### config.mk
export PLATFORM = sky130hd
export DESIGN_NAME = ram_arbiter_flat
export DESIGN_NICKNAME = d
export VERILOG_FILES = /design/src/rtl/mem_arb_pkg.sv /design/src/rtl/ram_arbiter_if.sv /design/src/rtl/rr_arb2.sv /design/src/rtl/ram_arbiter.sv /design/src/flat_wrapper.sv
export SDC_FILE = /design/constraint.sdc
export NUM_CORES = 1
export LEC_CHECK = 0
export ABC_AREA = 0
export CAP_MARGIN = 0
export CORE_AREA = 2 2 118 120
export DETAILED_ROUTE_END_ITERATION = 8
export DIE_AREA = 0 0 120 122
export PLACE_DENSITY_LB_ADDON = 0.15
export SLEW_MARGIN = 25
export SYNTH_ARGS = -nofsm -noshare
export SYNTH_HDL_FRONTEND = slang
export SYNTH_HIERARCHICAL = 1
export SYNTH_SLANG_ARGS = --single-unit
### constraint.sdc
create_clock -name i_clk -period 2.5 [get_ports i_clk]
set_input_delay 0.5 -clock i_clk [delete_from_list [all_inputs] [get_ports i_clk]]
set_output_delay 0.5 -clock i_clk [all_outputs]
set_load 0.005 [all_outputs]
### src/rtl/mem_arb_pkg.sv
// Constants and types shared by the data-RAM arbiter, its grant generator and the RAM.
package mem_arb_pkg;

  localparam int NUM_PORTS = 2;
  localparam int DEF_LEN   = 1024;
  localparam int DEF_AW    = 32;
  localparam int DEF_DW    = 32;

  typedef logic port_idx_t;

  typedef enum logic [1:0] {
    GNT_NONE = 2'b00,
    GNT_M0   = 2'b01,
    GNT_M1   = 2'b10
  } gnt_t;

  // On a tie the port that did not win last time is chosen; otherwise the lone requester.
  function automatic port_idx_t rr_pick(input logic [NUM_PORTS-1:0] req, input port_idx_t last);
    if (req == 2'b11) begin
      return ~last;
    end
    return req[1] & ~req[0];
  endfunction

endpackage

### src/rtl/ram_arbiter_if.sv
// Requester-side bus of the data-RAM arbiter: request/address/data in, grant/response out.
interface ram_arbiter_if import mem_arb_pkg::*; #(
  parameter int AW = DEF_AW,
  parameter int DW = DEF_DW
);

  logic          req;
  logic          we;
  logic [AW-1:0] a;
  logic [DW-1:0] d;
  logic          gnt;
  logic          rvalid;
  logic [DW-1:0] rdata;
  logic          err;

  modport master (
    output req, we, a, d,
    input  gnt, rvalid, rdata, err
  );

  modport slave (
    input  req, we, a, d,
    output gnt, rvalid, rdata, err
  );

endinterface

### src/rtl/rr_arb2.sv
// Two-way round-robin grant generator with a registered last-winner pointer.
module rr_arb2 import mem_arb_pkg::*; (
  input  logic                 i_clk,
  input  logic                 i_rst,
  input  logic [NUM_PORTS-1:0] i_req,
  input  logic                 i_accept,
  output logic [NUM_PORTS-1:0] o_gnt,
  output port_idx_t            o_last
);

  port_idx_t r_last;
  port_idx_t w_pick;

  always_comb begin
    w_pick = rr_pick(i_req, r_last);
    o_gnt  = '0;
    if (!i_rst && (i_req != '0)) begin
      o_gnt[w_pick] = 1'b1;
    end
  end

  // Reset favours M0 on the first conflict by pretending M1 won last.
  always_ff @(posedge i_clk or posedge i_rst) begin
    if (i_rst) begin
      r_last <= 1'b1;
    end else if (i_accept) begin
      r_last <= w_pick;
    end
  end

  assign o_last = r_last;

endmodule

### src/rtl/ram_arbiter.sv
// Round-robin sharing of the single-port data RAM between CPU (m0) and DMA (m1) requesters.
// Define ARB_PERF_EN to add per-port grant counters and a conflict-cycle counter.
module ram_arbiter import mem_arb_pkg::*; #(
  parameter int LEN = DEF_LEN,
  parameter int AW  = DEF_AW,
  parameter int DW  = DEF_DW
) (
  input  logic          i_clk,
  input  logic          i_rst,
  ram_arbiter_if.slave  m0,
  ram_arbiter_if.slave  m1,
  output logic [AW-1:0] o_ram_a,
  output logic [DW-1:0] o_ram_d,
  output logic          o_ram_we,
  input  logic [DW-1:0] i_ram_q
`ifdef ARB_PERF_EN
  ,
  output logic [31:0]   o_perf_gnt0,
  output logic [31:0]   o_perf_gnt1,
  output logic [31:0]   o_perf_conflict
`endif
);

  localparam logic [AW-1:0] LEN_A = AW'(LEN);

  logic [NUM_PORTS-1:0] w_req;
  logic [NUM_PORTS-1:0] w_we;
  logic [NUM_PORTS-1:0] w_gnt;
  logic [AW-1:0]        w_a [NUM_PORTS];
  logic [DW-1:0]        w_d [NUM_PORTS];
  port_idx_t            w_last;
  port_idx_t            w_sel;
  logic                 w_accept;
  logic                 w_in_range;

  assign w_req  = {m1.req, m0.req};
  assign w_we   = {m1.we,  m0.we};
  assign w_a[0] = m0.a;
  assign w_a[1] = m1.a;
  assign w_d[0] = m0.d;
  assign w_d[1] = m1.d;

  rr_arb2 u_rr_arb2 (
    .i_clk    (i_clk),
    .i_rst    (i_rst),
    .i_req    (w_req),
    .i_accept (w_accept),
    .o_gnt    (w_gnt),
    .o_last   (w_last)
  );

  assign w_accept = |w_gnt;

  // Mux select follows the arbiter choice directly; it resolves to M0 when nobody requests.
  assign w_sel      = (&w_req) ? ~w_last : w_req[1];
  assign w_in_range = (w_a[w_sel] < LEN_A);
  assign o_ram_a    = w_a[w_sel];
  assign o_ram_d    = w_d[w_sel];
  assign o_ram_we   = w_accept & w_we[w_sel] & w_in_range;

  for (genvar gi = 0; gi < NUM_PORTS; gi++) begin : g_resp
    logic          r_rvalid;
    logic          r_err;
    logic [DW-1:0] r_rdata;

    // Writes leave read data untouched; rejected reads return zero.
    always_ff @(posedge i_clk or posedge i_rst) begin
      if (i_rst) begin
        r_rvalid <= 1'b0;
        r_err    <= 1'b0;
        r_rdata  <= '0;
      end else begin
        r_rvalid <= w_gnt[gi];
        r_err    <= w_gnt[gi] & ~w_in_range;
        if (w_gnt[gi] && !w_we[gi]) begin
          r_rdata <= w_in_range ? i_ram_q : '0;
        end
      end
    end
  end

  assign m0.gnt    = w_gnt[0];
  assign m0.rvalid = g_resp[0].r_rvalid;
  assign m0.err    = g_resp[0].r_err;
  assign m0.rdata  = g_resp[0].r_rdata;
  assign m1.gnt    = w_gnt[1];
  assign m1.rvalid = g_resp[1].r_rvalid;
  assign m1.err    = g_resp[1].r_err;
  assign m1.rdata  = g_resp[1].r_rdata;

`ifdef ARB_PERF_EN
  logic [31:0] r_perf_gnt0;
  logic [31:0] r_perf_gnt1;
  logic [31:0] r_perf_conflict;

  always_ff @(posedge i_clk or posedge i_rst) begin
    if (i_rst) begin
      r_perf_gnt0     <= '0;
      r_perf_gnt1     <= '0;
      r_perf_conflict <= '0;
    end else begin
      if (w_gnt[0]) begin
        r_perf_gnt0 <= r_perf_gnt0 + 32'd1;
      end
      if (w_gnt[1]) begin
        r_perf_gnt1 <= r_perf_gnt1 + 32'd1;
      end
      if (&w_req) begin
        r_perf_conflict <= r_perf_conflict + 32'd1;
      end
    end
  end

  assign o_perf_gnt0     = r_perf_gnt0;
  assign o_perf_gnt1     = r_perf_gnt1;
  assign o_perf_conflict = r_perf_conflict;
`endif

endmodule

### src/flat_wrapper.sv
// flat-port wrapper written by rule: the top's interface ports become plain ports
module ram_arbiter_flat import mem_arb_pkg::*;
#(
  parameter int LEN = DEF_LEN,
  parameter int AW  = DEF_AW,
  parameter int DW  = DEF_DW
)
  (i_clk, i_rst, o_ram_a, o_ram_d, o_ram_we, i_ram_q, m0_req, m0_we, m0_a, m0_d, m0_gnt, m0_rvalid, m0_rdata, m0_err, m1_req, m1_we, m1_a, m1_d, m1_gnt, m1_rvalid, m1_rdata, m1_err);
  ram_arbiter_if #(.AW(AW), .DW(DW)) m0_i ();
  ram_arbiter_if #(.AW(AW), .DW(DW)) m1_i ();
  input  logic i_clk;
  input  logic i_rst;
  output logic [AW-1:0] o_ram_a;
  output logic [DW-1:0] o_ram_d;
  output logic o_ram_we;
  input  logic [DW-1:0] i_ram_q;
  input wire logic [$bits(m0_i.req)-1:0] m0_req;
  input wire logic [$bits(m0_i.we)-1:0] m0_we;
  input wire logic [$bits(m0_i.a)-1:0] m0_a;
  input wire logic [$bits(m0_i.d)-1:0] m0_d;
  output wire logic [$bits(m0_i.gnt)-1:0] m0_gnt;
  output wire logic [$bits(m0_i.rvalid)-1:0] m0_rvalid;
  output wire logic [$bits(m0_i.rdata)-1:0] m0_rdata;
  output wire logic [$bits(m0_i.err)-1:0] m0_err;
  input wire logic [$bits(m1_i.req)-1:0] m1_req;
  input wire logic [$bits(m1_i.we)-1:0] m1_we;
  input wire logic [$bits(m1_i.a)-1:0] m1_a;
  input wire logic [$bits(m1_i.d)-1:0] m1_d;
  output wire logic [$bits(m1_i.gnt)-1:0] m1_gnt;
  output wire logic [$bits(m1_i.rvalid)-1:0] m1_rvalid;
  output wire logic [$bits(m1_i.rdata)-1:0] m1_rdata;
  output wire logic [$bits(m1_i.err)-1:0] m1_err;
  assign m0_i.req = m0_req;
  assign m0_i.we = m0_we;
  assign m0_i.a = m0_a;
  assign m0_i.d = m0_d;
  assign m0_gnt = m0_i.gnt;
  assign m0_rvalid = m0_i.rvalid;
  assign m0_rdata = m0_i.rdata;
  assign m0_err = m0_i.err;
  assign m1_i.req = m1_req;
  assign m1_i.we = m1_we;
  assign m1_i.a = m1_a;
  assign m1_i.d = m1_d;
  assign m1_gnt = m1_i.gnt;
  assign m1_rvalid = m1_i.rvalid;
  assign m1_rdata = m1_i.rdata;
  assign m1_err = m1_i.err;
  ram_arbiter #(.LEN(LEN), .AW(AW), .DW(DW)) u_core (.i_clk(i_clk), .i_rst(i_rst), .m0(m0_i), .m1(m1_i), .o_ram_a(o_ram_a), .o_ram_d(o_ram_d), .o_ram_we(o_ram_we), .i_ram_q(i_ram_q));
endmodule
* Yosys cells after proc, flatten, opt, wreduce, memory -nomap -nowiden
Index checks and enable logic that the tools add are counted.
Storage, ports and cells: register bits 69, output and inout port bits 135, logic and storage cells 48
Operators by class: reduce and logical (&&, ||, !) cells 10, bitwise operators 9, order comparisons 5, equal/unequal tests 1, muxes and demuxes 16
Operators by type and width (number):
- two-way mux 32 bit | 7
- < comparator 32 x 11 -> 1 bit (second input constant) | 1
- two-way mux 1 bit | 7
- bitwise AND 1 bit | 5
- logical AND 1 bit | 4
- < comparator 1 x 2 -> 1 bit (second input constant) | 2
- logical NOT 1 bit | 3
- inverter 1 bit | 3
- == test 2 bit (second input constant) | 1
- greater-or-equal comparator 2 bit (second input constant) | 1
- two-way mux 2 bit | 1
- inverter 1 -> 2 bit | 1
- AND reduction 2 bit | 1
- nonzero test 2 bit | 1
- OR reduction 2 bit | 1
- demux 1 bit (select 1 bit) | 1
- greater-or-equal comparator 1 bit (second input constant) | 1

* Logic depth before layout (Yosys ltp)
Gate-level depths: netlist (run 1).
depth in word-level cells 11, depth in mapped cells 7, depth with buffers taken out 5

* Cells and area by module
The synthesis (run 1) kept the hierarchy.
Modules (own cells, without submodules):
- ram_arbiter | seq. area each 1701.6 um^2, times used 1, cells an instance 381, area each 3542.1 um^2
- rr_arb2 | seq. area each 26.3 um^2, times used 1, cells an instance 7, area each 68.8 um^2

* Worst setup path before layout (run 1)
No wires, ideal clock.
path type input to output, start point in m1_a[29], end point out o_ram_we, data required time 2.000 ns, data arrival time 1.930 ns, cell stages on the path 6, slack 0.070 ns, path through or4_1 > nor4_1 > a41oi_1 > buf_6 > buf_6 > nor3_2
On the way: longest elaborated chain between the ends 5
RTL lines:
- start: declaration | RTL line flat_wrapper.sv:27 | input wire logic [$bits(m1_i.a)-1:0] m1_a;
- two-way mux 32 bit (not written as such) (3 in a row) | RTL line ram_arbiter.sv:56 | assign w_in_range = (w_a[w_sel] < LEN_A);
- < comparator 32 x 11 -> 1 bit | RTL line ram_arbiter.sv:56
- bitwise AND 1 bit | RTL line ram_arbiter.sv:59 | assign o_ram_we = w_accept & w_we[w_sel] & w_in_range;
- end: declaration | RTL line flat_wrapper.sv:15 | output logic o_ram_we;
No other way between the ends. The select of a mux whose other input is x is not followed.

* Worst setup path in the final report (run 1)
Same ends and word-level chain as after synthesis.

==> results of run 1 <==
## synth_stat cells (all sizes together)
| cell | instances | share of area |
|---|---|---|
| inv | 3 | 0.0031 |
| o21ai | 64 | 0.089 |
| a41oi | 1 | 0.0024 |
| mux2i | 1 | 0.0028 |
| nand2b | 3 | 0.0052 |
| and3 | 1 | 0.0017 |
| nor2b | 2 | 0.0035 |
| nand2 | 130 | 0.14 |
| dfrtp | 68 | 0.47 |
| nand4 | 1 | 0.0017 |
| and2 | 3 | 0.0055 |
| nor4 | 10 | 0.017 |
| buf | 9 | 0.019 |
| dfstp | 1 | 0.0073 |
| a21boi | 2 | 0.0042 |
| nor3 | 2 | 0.0042 |
| mux2 | 65 | 0.20 |
| nor2 | 2 | 0.0021 |
| clkbuf | 19 | 0.020 |
| or4 | 1 | 0.0021 |
## layer usage
metal | track usage | vias up | routed length [µm]
li1 | - | 1952 | -
met1 | 0.2529 | 1953 | 6147
met2 | 0.3842 | 175 | 8422
met3 | 0.08661 | 21 | 1616
met4 | 0.05662 | 4 | 191
met5 | 0 | - | 23
## cells by family after synthesis
kind of cell | after synthesis | synth area share
multiplexers | 66 | 0.2055
buffers and inverters | 31 | 0.04227
AND/OR/NAND/NOR | 155 | 0.1785
flip-flops | 69 | 0.4785
AO/OA/AOI/OAI | 67 | 0.09529
## metrics by stage
stage	power [µW]	hold WS [ps]	setup TNS (ps)	setup slack, ps
after floorplan	1455	409.0	0	69.88
after global placement	2103	462.8	-34200	-745.0
after detailed placement	2106	473.6	-32910	-718.5
after CTS	3458	486.5	0	4.456
after global routing	3558	507.1	-73.68	-73.68
final	3399	478.1	0	41.46
## tightest hold or removal path: cells and delay by family (launching register included)
kind | cells | cell delay (ps)
flip-flops | 1 | 340
AND/OR/NAND/NOR | 1 | 40
AO/OA/AOI/OAI | 1 | 60
## state kept, by name (all words and copies together) (netlist names)
signal / flops
u_core/u_rr_arb2/o_last: 1
u_core/m0.err: 1
u_core/m0.rdata: 32
u_core/m1.rdata: 32
u_core/m1.rvalid: 1
u_core/m0.rvalid: 1
u_core/m1.err: 1
## worst min path at each step
stage,from,end,slack (ps)
floorplan,i_rst,u_core/u_rr_arb2/o_last$_DFFE_PP1P_,410
global placement,u_core/m1.rdata[15]$_DFFE_PP0P_,u_core/m1.rdata[15]$_DFFE_PP0P_,460
detailed placement,u_core/m0.rdata[0]$_DFFE_PP0P_,u_core/m0.rdata[0]$_DFFE_PP0P_,470
CTS,u_core/m1.rdata[15]$_DFFE_PP0P_,u_core/m1.rdata[15]$_DFFE_PP0P_,490
global route,u_core/m0.rdata[0]$_DFFE_PP0P_,u_core/m0.rdata[0]$_DFFE_PP0P_,510
finish,u_core/m1.rdata[15]$_DFFE_PP0P_,u_core/m1.rdata[15]$_DFFE_PP0P_,480
## area by class of cell
class	instances	area [µm²]	area share
tap	180	225.2	0.03026
clock buffer	11	242.7	0.03262
sequential	69	1728	0.2322
timing repair buffer	334	3329	0.4474
clock inverter	5	60.06	0.008070
multi-input combinational	288	1846	0.2480
inverter	3	11.26	0.001513
## report_power, final
| part | switching, µW | leakage [µW] | internal [µW] |
|---|---|---|---|
| Sequential | 6.53 | 0.000958 | 1130 |
| Combinational | 363 | 0.00205 | 628 |
| Clock | 470 | 0.000146 | 800 |
## what timing repair did
item / in CTS / in global routing
pin swaps: 8 / 14
cloned: 4 / 0
hold buffers: 0 / 0
gates resized for setup: 128 / 46
endpoints found under the setup margin: 66 / 23
setup buffers: 10 / 0
==> results.md, run 1 <==
- Syn. warnings: 6
- Worst Setup SP: m1_a[29]
- Critical Path RT: 2000 ps
- Post-DP Area: 6940 µm²
- Clk slew on worst S/H paths: 50 ps
- IO Port Bufs: 300
- Flop2flop setup slack: 370 ps
- Avg Vias per Cell: 4.612
- Initial antenna violation count: 2
- RSZ-0062 raised after global routing: yes
- Num ports: 301
- Vias in the first global route: 4300
- Clock sink count: 69
- Fin area: 7442 µm²
- Worst Path Arrival: 1960 ps
- Mapped Cells: 388
- Final Hold Fails: 0
- Starting density of the core: 0.2674
- Die footprint: 14640 µm²
- Hpwl dp: 12590 µm
- Post-synth cell types: 24
- Worst path cell trace: buf_6 > or4_4 > nor4_4 > buf_4 > a41oi_4 > nor3_2 > buf_2
- Fmax: 406.7 MHz
- Worst path bufs/invs: 3
- Drt wl/cell: 18.43 µm
- # setup viols final: 0
- Period utilisation layout: 0.9834
- Slew at the pin closest to its max-slew limit: 627.4 ps
- Drt drc: 0
- CP endpoint kind: output port
- Cell Area, Synth: 3611 µm²
- End of the critical path: o_ram_we
- Fin cells: 890
- Vias: 4105
- WHS Path Cells: 2
- Overflow after GRT: 0
- Avg Inst Size Synth: 9.307 µm²
- GPL Wtd Cong: 0.8038
- Lkg Pwr: 0.003158 µW
- Final wirelength: 16400 µm
- Top cell family by delay on the critical path: simple AND/OR/NAND/NOR gates
- Worst Hold Class: flop to flop
- Worst reg2reg endpoint: u_core/m1.rdata[14]$_DFFE_PP0P_
- Minimum clock period: 2459 ps
- First drt pass iteration count: 5
- Worst setup SP type: input port
- Status: completed
- Worst path slowest cell: or4_4
- Fin util: 0.5511
- Final nets: 871
- Synthesized flop and latch total: 69
- Die Span X: 120 µm
- TritonCTS clock tree: done
- Register area share after synthesis: 0.4785
- Slew HR: 0.5817
- PD cells: 456.7 nW/µm²
- H-tree lvl count: 3
- Reg2reg path depth: 7
- Clock root cell: clkbuf_16
- Net Count, Synth: 554
- Die height: 122 µm
- # fillers: 1225
- Final-report max-slew violation count: 0
- Clock Skew: 3.055 ps
- Area delta synth->final: 106.1%
- Antenna Cells: 0
- Clock Path Buffers: 2
- Gr usage total: 0.2204
- Commonest non-fill, non-tap cells in the layout: clkdlybuf4s50_1 (211), nand2_1 (130), dfrtp_1 (68)
- Delay of the slowest critical-path stage: 540 ps
- Worst VDD drop: 287.8 µV
- Crit-path max FO: 2
- WS Path Type: input port to output port
- Initial drt markers: 270
- Max Cap Viol: 0
- Clock latency on the worst-skew pair: 330 ps
- Area of the core: 13500 µm²
- Std cell rows: 43
- CP Depth: 7
- Largest net degree at the start of global routing: 69
- First-pass GRT wire length: 24220 µm
- Placed Cells: 861
- CTS Buf Count: 9
- Most common cell after layout, fill and taps aside: clkdlybuf4s50_1
- Layout cell share with drive strength beyond 1: 0.2183
- Routed Antenna Nets: 0
- Reg-to-Reg Start: u_core/u_rr_arb2/o_last$_DFFE_PP1P_
No activity file was read; power rests on OpenSTA's default activity.
==> inputs of run 2 (changes only) <==
==> constraint.sdc (replaced) <==
create_clock -name i_clk -period 2.49 [get_ports i_clk]
set_input_delay 0.498 -clock i_clk [delete_from_list [all_inputs] [get_ports i_clk]]
set_output_delay 0.498 -clock i_clk [all_outputs]
set_load 0.005 [all_outputs]
==> run 2 against run 1 <==
Compared with the run above: power increased by 0.35%; clock-buffer cell count decreased by 1; wire length grew 1.4%; hold slack improved by 1.3 ps; sequential power about the same; cell count grew 0.45%; design area rose by 0.99%; register-to-register slack worse by 70 ps; flip-flop and latch count is the same; global-route usage down 0.28 points; via count grew 1.0%; critical endpoint is now o_ram_a[20].
==> results.md, run 2 (synthesis results as in run 1) <==
- Drt wl/cell: 18.60 µm (was 18.43 µm)
- Worst reg2reg endpoint: u_core/m1.rdata[14]$_DFFE_PP0P_ (unchanged)
- Area of the multi-input gates: 1874 µm² (was 1846 µm²)
- Antenna Cells: 0 (unchanged)
- End of the critical path: o_ram_a[20] (was o_ram_we)
- Die footprint: 14640 µm² (unchanged)
- Hpwl dp: 12610 µm (was 12590 µm)
- H-tree lvl count: 3 (unchanged)
- Area delta synth->final: 108.1% (was 106.1%)
- Reg2reg path depth: 7 (unchanged)
- Overflow after GRT: 0 (unchanged)
- Max Cap Viol: 0 (unchanged)
- Clk slew on worst S/H paths: 60 ps (was 50 ps)
- Slew HR: 0.5843 (was 0.5817)
- Clock latency on the worst-skew pair: 330 ps (about the same)
- Clock Path Buffers: 2 (unchanged)
- Final wirelength: 16630 µm (was 16400 µm)
- Final nets: 875 (was 871)
- Total negative slack: 0 ps (unchanged)
- First-pass GRT wire length: 23990 µm (was 24220 µm)
- # fillers: 1222 (was 1225)
- Std cell rows: 43 (unchanged)
- Most common cell after layout, fill and taps aside: clkdlybuf4s50_1 (unchanged)
- Final-report max-slew violation count: 0 (unchanged)
- # setup viols final: 0 (unchanged)
- Worst Setup SP: m0_req (was m1_a[29])
- Starting density of the core: 0.2674 (unchanged)
- TritonCTS clock tree: done (unchanged)
- Worst Hold Class: flop to flop (unchanged)
- Clock Skew: 3.918 ps (was 3.055 ps)
- Fin cells: 894 (was 890)
- Placed Cells: 861 (unchanged)
- Routed Antenna Nets: 0 (unchanged)
- Largest net degree at the start of global routing: 69 (unchanged)
- Crit-path max FO: 14 (was 2)
- Vias in the first global route: 4185 (was 4300)
- Sequential Area: 1728 µm² (unchanged)
- Num ports: 301 (unchanged)
- IO Port Bufs: 300 (unchanged)
- Period utilisation layout: 0.9820
- Area of the core: 13500 µm² (unchanged)
- Status: completed (unchanged)
- Flop2flop setup slack: 300 ps (was 370 ps)
- Die height: 122 µm (unchanged)
- Initial antenna violation count: 2 (unchanged)
- Clock sink count: 69 (unchanged)
- Worst Path Arrival: 1950 ps (was 1960 ps)
- CP endpoint kind: output port (unchanged)
- Worst setup SP type: input port (unchanged)
- Layout cell share with drive strength beyond 1: 0.2325 (was 0.2183)
- Lkg Pwr: 0.003297 µW (was 0.003158 µW)
- WS Path Type: input port to output port (unchanged)
- Final Hold Fails: 0 (unchanged)
- Critical Path RT: 1990 ps (was 2000 ps)
- Reg-to-Reg Start: u_core/u_rr_arb2/o_last$_DFFE_PP1P_ (unchanged)
- CTS Buf Count: 9 (unchanged)
- Slew at the pin closest to its max-slew limit: 623.6 ps (was 627.4 ps)
- Worst VDD drop: 291.7 µV (was 287.8 µV)
- Drt drc: 0 (unchanged)
- Commonest non-fill, non-tap cells in the layout: clkdlybuf4s50_1 (205), nand2_1 (130), dfrtp_1 (68) (was clkdlybuf4s50_1 (211), nand2_1 (130), dfrtp_1 (68))
- Gr usage total: 0.2176 (was 0.2204)
- Vias: 4147 (was 4105)
- Post-CTS Hold Buffers: 0 (unchanged)
- Clock root cell: clkbuf_16 (unchanged)
- Minimum clock period: 2445 ps
- First drt pass iteration count: 6 (was 5)
- Fmax: 409.0 MHz
- PD cells: 453.8 nW/µm² (was 456.7 nW/µm²)
- Initial drt markers: 165 (was 270)
- Die Span X: 120 µm (unchanged)
- Avg Vias per Cell: 4.639 (was 4.612)
- GPL Wtd Cong: 0.8038 (unchanged)
## run 2: layer usage
metal / vias to the layer above / GRT usage / wire [µm]
met5: - / 0 / 25
met4: 4 / 0.06471 / 249
met3: 23 / 0.06554 / 1301
met2: 177 / 0.3729 / 8495
met1: 1990 / 0.2639 / 6557
li1: 1953 / - / -
## run 2: worst min-delay path by stage
stage,startpoint,endpoint,slack [ps],depth (start not counted)
finish,u_core/m1.rdata[15]$_DFFE_PP0P_,u_core/m1.rdata[15]$_DFFE_PP0P_,480,2
global route,u_core/m0.rdata[0]$_DFFE_PP0P_,u_core/m0.rdata[0]$_DFFE_PP0P_,510,2
CTS,u_core/m1.rdata[15]$_DFFE_PP0P_,u_core/m1.rdata[15]$_DFFE_PP0P_,490,2
detailed placement,u_core/m0.rdata[0]$_DFFE_PP0P_,u_core/m0.rdata[0]$_DFFE_PP0P_,470,2
global placement,u_core/m1.rdata[15]$_DFFE_PP0P_,u_core/m1.rdata[15]$_DFFE_PP0P_,460,2
floorplan,i_rst,u_core/u_rr_arb2/o_last$_DFFE_PP1P_,410,1
## run 2: layout make-up
cell class	count	share of cell area
Clock buffer	10	0.03046
Clock inverter	6	0.008490
Inverter	3	0.001498
Multi-Input combinational cell	288	0.2494
Sequential cell	69	0.2299
Tap cell	180	0.02997
Timing Repair Buffer	338	0.4503
## run 2: power by group
group	leakage (µW)	internal [µW]	switching, µW
clock	0.000138	772	471
sequential	0.000958	1140	6.93
combinational	0.00220	649	376
## run 2: what timing repair did
item                       in CTS  in global routing
setup endpoints to repair      66                 36
gates cloned                    3                  1
pin swaps                       8                 15
setup buffers                   8                  6
resized for setup             169                 64
## run 2: worst max-delay path: stages
cell and delay, ps:
dlygate4sd2_1 270, a21boi_4 160, buf_12 140, buf_4 120, buf_12 130, mux2_2 340, dlygate4sd2_1 280
## run 2: through the flow
stage | setup WS [ps] | total power, µW | hold slack, ps | util | instance area [µm²]
3_3_place_gp | -751.0 | 2111 | 462.8 | 0.5139 | 6940
2_1_floorplan | 63.88 | 1461 | 407.0 | - | 3611
3_5_place_dp | -712.7 | 2115 | 473.6 | 0.5139 | 6940
4_1_cts | -62.82 | 3429 | 486.8 | 0.5460 | 7373
5_1_grt | -18.85 | 3568 | 507.1 | 0.5566 | 7516
6_report | 44.82 | 3411 | 479.4 | 0.5566 | 7516
==> inputs of run 3 (changes only) <==
--- a/config.mk
+++ b/config.mk
@@ -10,6 +10,7 @@
 export CORE_AREA = 2 2 118 120
 export DETAILED_ROUTE_END_ITERATION = 8
 export DIE_AREA = 0 0 120 122
+export GPL_TIMING_DRIVEN = 0
 export PLACE_DENSITY_LB_ADDON = 0.15
 export SLEW_MARGIN = 25
 export SYNTH_ARGS = -nofsm -noshare
==> run 3 against run 2 <==
Compared with the run above: combinational power shrank 6%; core utilization fell by 0.52 points; power shrank 0.86%; global-route usage rose by 0.37 points; hold slack about the same; maximum frequency grew 0.39%; register-to-register slack improved by 50 ps; sequential power about the same; via count shrank 0.41%; cell count grew 1.0%; critical path type unchanged; largest cell class unchanged; largest power group unchanged; highest routed layer is now met4.
==> results.md, run 3 (synthesis results as in run 1) <==
- Die height: 122 µm (unchanged)
- Worst setup SP type: input port (unchanged)
- Starting density of the core: 0.2674 (unchanged)
- Met3 Use GR: 0.06929 (was 0.06554)
- Grt peak-use layer: met2 (unchanged)
- Std cell rows: 43 (unchanged)
- PD cells: 454.2 nW/µm² (was 453.8 nW/µm²)
- Switching power: 836.1 µW (was 853.7 µW)
- Total negative slack: 0 ps (unchanged)
- Delay of the slowest critical-path stage: 540 ps (was 340 ps)
- Overflow after GRT: 0 (unchanged)
- CP most frequent cell: buf_6
- Gr usage total: 0.2213 (was 0.2176)
- Clock root cell: clkbuf_16 (unchanged)
- Period utilisation layout: 0.9782 (was 0.9820)
- CP endpoint kind: output port (unchanged)
- Drt drc: 0 (unchanged)
- Clock power frac: 0.377 (was 0.364)
- First-pass GRT wire length: 24520 µm (was 23990 µm)
- Routed Antenna Nets: 0 (unchanged)
- Initial antenna violation count: 0 (was 2)
- Die footprint: 14640 µm² (unchanged)
- GPL Wtd Cong: 0.8110 (was 0.8038)
- Critical Path RT: 1990 ps (about the same)
- Met2 Use GR: 0.3807 (was 0.3729)
- Avg Vias per Cell: 4.574 (was 4.639)
- Num ports: 301 (unchanged)
- Worst Path Arrival: 1940 ps (was 1950 ps)
- Placed Cells: 869 (was 861)
- IO Port Bufs: 300 (unchanged)
- Slew at the pin closest to its max-slew limit: 528.5 ps (was 623.6 ps)
- Fin util: 0.5514 (was 0.5566)
- Area of the core: 13500 µm² (unchanged)
- Commonest non-fill, non-tap cells in the layout: clkdlybuf4s50_1 (206), nand2_1 (130), dfrtp_1 (68) (was clkdlybuf4s50_1 (205), nand2_1 (130), dfrtp_1 (68))
- Final wirelength: 16400 µm (was 16630 µm)
- First drt pass iteration count: 5 (was 6)
- Minimum clock period: 2436 ps (was 2445 ps)
- # fillers: 1266 (was 1222)
- Clk slew on worst S/H paths: 50 ps (was 60 ps)
- Final nets: 884 (was 875)
- RSZ-0062 raised after global routing: yes
- Reg power frac: 0.338 (was 0.335)
- Clock Skew: 2.982 ps (was 3.918 ps)
- Fmax: 410.6 MHz (was 409.0 MHz)
- Vias: 4130 (was 4147)
- Final Hold Fails: 0 (unchanged)
- Switching share of power: 0.2473 (was 0.2503)
- Initial drt markers: 234 (was 165)
- Status: completed (unchanged)
- Hpwl dp: 13380 µm (was 12610 µm)
- Fin area: 7446 µm² (was 7516 µm²)
- Worst path slowest cell: or4_4 (was mux2_2)
- H-tree lvl count: 3 (unchanged)
- Post-DP Area: 6862 µm² (was 6940 µm²)
- Max Cap Viol: 0 (unchanged)
- CTS Buf Count: 9 (unchanged)
- Worst Hold Class: flop to flop (unchanged)
- TritonCTS clock tree: done (unchanged)
- Worst path cell trace: buf_6 > or4_4 > nor4_4 > a41oi_2 > buf_6 > nor3_4 > buf_2 (was dlygate4sd2_1 > a21boi_4 > buf_12 > buf_4 > buf_12 > mux2_2 > dlygate4sd2_1)
- Clock sink count: 69 (unchanged)
- Antenna Cells: 0 (unchanged)
- Lkg Pwr: 0.003102 µW (was 0.003297 µW)
- Largest net degree at the start of global routing: 38 (was 69)
- Combinational power share: 0.286 (was 0.301)
- Final-report max-slew violation count: 0 (unchanged)
- Internal power: 2546 µW (was 2557 µW)
- Layout cell share with drive strength beyond 1: 0.2047 (was 0.2325)
- Fin cells: 903 (was 894)
- Vias in the first global route: 4289 (was 4185)
- Worst VDD drop: 329.4 µV (was 291.7 µV)
- Clock latency on the worst-skew pair: 330 ps (about the same)
- # setup viols final: 0 (unchanged)
- Area delta synth->final: 106.2% (was 108.1%)
- Clock Path Buffers: 2 (unchanged)
- Die Span X: 120 µm (unchanged)
- Slew HR: 0.6477 (was 0.5843)
- Crit-path max FO: 2 (was 14)
- Most common cell after layout, fill and taps aside: clkdlybuf4s50_1 (unchanged)
- Drt wl/cell: 18.16 µm (was 18.60 µm)
- WS Path Type: input port to output port (unchanged)
- Met1 usage: 0.2704 (was 0.2639)
run 3: power by group through the flow:
stage / clock network (µW) / logic [µW] / registers, µW
2_1_floorplan: 0 / 300 / 1160
3_3_place_gp: 0 / 915 / 1160
3_5_place_dp: 0 / 927 / 1160
4_1_cts: 1310 / 972 / 1140
5_1_grt: 1350 / 1030 / 1140
6_report: 1270 / 966 / 1140
run 3: critical path, delay by kind of cell:
kind / cells / cell delay [ps]
buf+inv: 3 / 400
compound gates: 1 / 180
simple gates: 3 / 860
run 3: cell type report:
type                    count  area, µm²  share of cell area
repair buffers            320       3137              0.4213
well taps                 180      225.2             0.03025
flip-flops and latches     69       1728              0.2321
plain buffers              27      214.0             0.02873
clock inverters             6      61.31            0.008234
inverters                   3      13.76            0.001848
multi-input cells         288       1828              0.2455
clock buffers              10      239.0             0.03210
run 3: path summary, 6_finish.rpt:
| path | slack (ps) | end | cells past startpoint | start |
|---|---|---|---|---|
| min | 480 | u_core/m1.rdata[13]$_DFFE_PP0P_ | 2 | u_core/m1.rdata[13]$_DFFE_PP0P_ |
| min reg2reg | 480 | u_core/m1.rdata[13]$_DFFE_PP0P_ | 2 | u_core/m1.rdata[13]$_DFFE_PP0P_ |
| max reg2reg | 350 | u_core/m0.rdata[23]$_DFFE_PP0P_ | 8 | u_core/u_rr_arb2/o_last$_DFFE_PP1P_ |
| max in group asynchronous | 1400 | u_core/m0.rdata[15]$_DFFE_PP0P_ | 3 | i_rst |
| max | 50 | o_ram_we | 7 | m1_a[22] |
| min in group asynchronous | 550 | u_core/m1.rdata[7]$_DFFE_PP0P_ | 2 | i_rst |
run 3: stage by stage:
step	total power [µW]	worst slack, ps	hold slack, ps
floorplan	1461	63.88	407.0
global placement	2075	-1230	463.7
detailed placement	2088	-1266	473.0
CTS	3425	0.3779	486.2
global route	3525	-37.85	507.6
finish	3382	54.25	479.6
run 3: what timing repair did:
| item | in CTS | in global routing |
|---|---|---|
| gates resized for setup | 181 | 23 |
| setup endpoints to repair | 74 | 34 |
| hold buffers | 0 | 0 |
| pin swaps | 14 | 9 |
| setup buffers | 18 | 0 |
| cloned | 1 | 0 |
run 3: routing by layer:
layer,wire (µm),share of wire
met2,8319,0.51
met5,0,0
met1,6445,0.39
met4,206,0.013
met3,1428,0.087
